===== config.mk =====
export PLATFORM = sky130hd
export DESIGN_NAME = if_id_queue
export DESIGN_NICKNAME = d
export VERILOG_FILES = /design/src/rtl/if_id_queue.sv
export SDC_FILE = /design/constraint.sdc
export NUM_CORES = 1
export LEC_CHECK = 0
export CORE_AREA = 2 2 158 160
export CTS_BUF_LIST = sky130_fd_sc_hd__clkbuf_8 sky130_fd_sc_hd__clkbuf_16
export CTS_CLUSTER_DIAMETER = 120
export DETAILED_ROUTE_END_ITERATION = 10
export DIE_AREA = 0 0 160 162
export MAX_ROUTING_LAYER = met4
export REMOVE_ABC_BUFFERS = 1
export SETUP_SLACK_MARGIN = 0.3
export SLEW_MARGIN = 25
export SYNTH_ARGS = -nofsm -noshare
export SYNTH_HDL_FRONTEND = slang
export SYNTH_SLANG_ARGS = --single-unit

===== constraint.sdc =====
create_clock -name clk -period 5.3 [get_ports clk]
set_input_delay 0.53 -clock clk [delete_from_list [all_inputs] [get_ports clk]]
set_output_delay 0.53 -clock clk [all_outputs]
set_load 0.05 [all_outputs]

===== src/rtl/if_id_queue.sv =====
// In-order fetch-to-decode instruction queue: 1-cycle write-to-read latency, no bypass.
// in_ready drops when full (no same-cycle pass-through); a taken branch flushes everything.
module if_id_queue #(
  parameter int DEPTH = 4,
  parameter int AW    = 2
) (
  input  logic          clk,
  input  logic          rst,
  input  logic          in_valid,
  input  logic [31:0]   PC_in,
  input  logic [31:0]   Instruction_in,
  output logic          in_ready,
  input  logic          Br_taken,
  output logic          out_valid,
  input  logic          out_ready,
  output logic [31:0]   PC_out,
  output logic [31:0]   Instruction_out,
  output logic [AW:0]   count
);

  localparam logic [AW:0] FULL_CNT = DEPTH[AW:0];

  logic [63:0]   mem [DEPTH];
  logic [AW-1:0] wr_ptr;
  logic [AW-1:0] rd_ptr;
  logic          push;
  logic          pop;
  logic [63:0]   head;

  assign in_ready  = (count != FULL_CNT);
  assign out_valid = (count != '0);
  assign push      = in_valid & in_ready & ~Br_taken;
  assign pop       = out_valid & out_ready & ~Br_taken;

  // Empty queue reads as a NOP so decode never sees stale or uninitialised storage.
  assign head            = mem[rd_ptr];
  assign PC_out          = out_valid ? head[63:32] : 32'h0;
  assign Instruction_out = out_valid ? head[31:0]  : 32'h0;

  always_ff @(posedge clk) begin
    if (push && !rst) begin
      mem[wr_ptr] <= {PC_in, Instruction_in};
    end
  end

  always_ff @(posedge clk) begin
    if (rst || Br_taken) begin
      wr_ptr <= '0;
      rd_ptr <= '0;
      count  <= '0;
    end else begin
      if (push) wr_ptr <= wr_ptr + 1'b1;
      if (pop)  rd_ptr <= rd_ptr + 1'b1;
      case ({push, pop})
        2'b10:   count <= count + 1'b1;
        2'b01:   count <= count - 1'b1;
        default: count <= count;
      endcase
    end
  end

endmodule

==> flow_summary.json <==
{
  "status": "completed",
  "yosysWarnings": 0,
  "dpl.hpwl_um": 11400,
  "rsz0062_at_grt": "false",
  "ys_top_cells_by_area": "edfxtp_1, mux4_2, and2_1, dfxtp_1, buf_12",
  "drt_iter0_markers": 285,
  "drive_gt1_share_pct": 18.8,
  "cp-start-kind": "register",
  "critPathKind": "register to primary output",
  "num-fill-cells": 1957,
  "yosys.area.top_type": "edfxtp_1",
  "nets": 686,
  "cts_root_buffer": "clkbuf_16",
  "synth-seq-cells": 265,
  "ios": 138,
  "worst_hold_path.num_cells": 2,
  "reg2reg_from": "count[2]",
  "maxSlewViolCount": 0,
  "max_cap_viol_count": 0,
  "final_cell_mix": "edfxtp_1, clkdlybuf4s50_1, and2_1",
  "crit_arrival_ns": 3.19,
  "setup-violations-final": 0,
  "cp.required_ns": 4.77,
  "ys_types": 27,
  "grt_pass1_vias": 5260,
  "min_period_over_period_pct": 70.2,
  "p_total_mw": 4.58,
  "critPathMaxFanout": 31,
  "cts_tree": "built",
  "routed_wl_um": 19500,
  "synth-async-reset-ratio_pct": 0,
  "ff2ff_path_depth": 9,
  "grt_usage_pct": 15.5,
  "grt_pass1_wl_um": 29900,
  "port_buffers": 137,
  "synth_area_per_cell_um2": 22.3,
  "htreeDepth": 1,
  "clkLatencyLatePin_ns": 0.52,
  "synthToLayoutAreaGrowth_pct": 26.7,
  "grt_antenna_before_repair": 1,
  "final_common_cell": "edfxtp_1",
  "powerDensity_nw_per_um2": 354,
  "dpl_cell_area_um2": 12000,
  "wl_per_cell_um": 20.3,
  "syn_inst": 458,
  "vias": 4821,
  "syn_area_um2": 10200,
  "firstDrtPassIters": 4,
  "core_um2": 24100,
  "hold_viol": 0,
  "worstHoldStart": "wr_ptr[0]",
  "routabilityCongestion": 0.725,
  "post_cts_buffers": 0,
  "initial_utilization_pct": 42.4,
  "synth_top_area_share_pct": 75.2,
  "rrSetupSlack_ns": 2.78,
  "detail-route-antenna-nets": 0,
  "clock_sinks": 265,
  "reg2reg_to": "count[2]",
  "min_path_type": "register to register",
  "seqCellArea_um2": 7880,
  "design_area_um2": 12900,
  "clk_pin_slew_ns": 0.06,
  "finalSetupTns_ns": 0,
  "std_cell_rows": 57,
  "final_util_pct": 53.7,
  "cp-end-kind": "primary output",
  "multi_input_area_um2": 2160,
  "drc": 0,
  "worstMarginPinSlew_ns": 0.987,
  "synth-edff-count": 256,
  "relSlewSlack_pct": 34.2,
  "die_area_um2": 25900,
  "seq_area_frac_synth_pct": 77.0,
  "period_minus_slack_ns": 3.72,
  "synthFlopType": "edfxtp_1",
  "timing.fmax_ghz": 0.269,
  "clockBufferDepth": 3,
  "die_h_um": 162,
  "numCtsBuffers": 28,
  "vdd_drop_max_mv": 0.186,
  "vias_per_cell": 5.03,
  "leakage_nw": 4.09,
  "cts_resized": 0,
  "fp.dieW_um": 160,
  "skew_ns": 0.0163,
  "overflow": 0,
  "grt_max_degree": 65,
  "crit_end": "PC_out[0]",
  "cts_hold_buffers": 0
}
[power by group]
group / leakage (nW) / switching [mW] / internal [mW] / total, mW
logic: 1.21 / 0.125 / 0.102 / 0.227
registers: 2.39 / 0.00702 / 2.32 / 2.32
clock network: 0.502 / 0.753 / 1.28 / 2.03
total: 4.09 / 0.885 / 3.70 / 4.58
[worst max-delay path: stages, from the launching register on]
cell	delay, ns
dfxtp_4	0.67
buf_16	0.32
buf_4	0.24
mux4_1	0.55
and2_1	0.17
clkdlybuf4s50_1	0.70
[cells in the mapped netlist (all sizes together), types with 2 or more instances]
| cell type | count |
|---|---|
| ha | 5 |
| a21oi | 2 |
| edfxtp | 256 |
| and2 | 65 |
| and3 | 4 |
| buf | 13 |
| clkbuf | 9 |
| inv | 5 |
| xor2 | 4 |
| or3 | 2 |
| o31ai | 2 |
| nor2 | 8 |
| o21ai | 2 |
| mux4 | 64 |
| dfxtp | 9 |
| nand4 | 2 |
[through the flow]
step / cells / setup slack (ns) / hold slack [ns]
2_1_floorplan: 436 / 1.04 / 0.470
3_3_place_gp: 900 / 1.83 / 0.481
3_5_place_dp: 905 / 2.05 / 0.522
4_1_cts: 957 / 1.48 / 0.533
5_1_grt: 958 / 1.36 / 0.563
6_report: 958 / 1.58 / 0.534
[cells by family after synthesis]
kind of cell	Yosys count	share of synthesized area, %
muxes	64	14.3
buffers and inverters	27	2.11
AOI/OAI and AO/OA	7	0.429
and+or+nand+nor	85	5.06
adders and majority gates	6	0.808
DFF	265	77.0
xor gates and xnor gates	4	0.343
[registers in the layout, summed over array words and instances (netlist names), named ones only]
register,count
wr_ptr,2
count,3
rd_ptr,2
mem,256
[routing by layer]
layer / GRT usage, % / vias up / part of all wire [%]
met5: - / - / 0
met4: 3.03 / 0 / 1.2
met3: 3.78 / 23 / 6.9
met2: 25.2 / 140 / 49
met1: 20.2 / 2484 / 43
li1: - / 2174 / -
[worst min-delay path by stage]
stage	end	slack, ns
2_1_floorplan	wr_ptr[0]	0.47
3_3_place_gp	wr_ptr[0]	0.48
3_5_place_dp	register	0.52
4_1_cts	wr_ptr[0]	0.53
5_1_grt	wr_ptr[0]	0.56
6_report	wr_ptr[0]	0.53
[final cells by class]
type | count | share of cell area (%)
tap | 324 | 3.13
timing repair buffer | 145 | 11.7
multi-input combinational | 166 | 16.7
antenna | 1 | 0.0193
inverter | 5 | 0.145
clock inverter | 23 | 1.96
clock buffer | 29 | 5.61
sequential | 265 | 60.8
(Power assumes the default switching activity.)
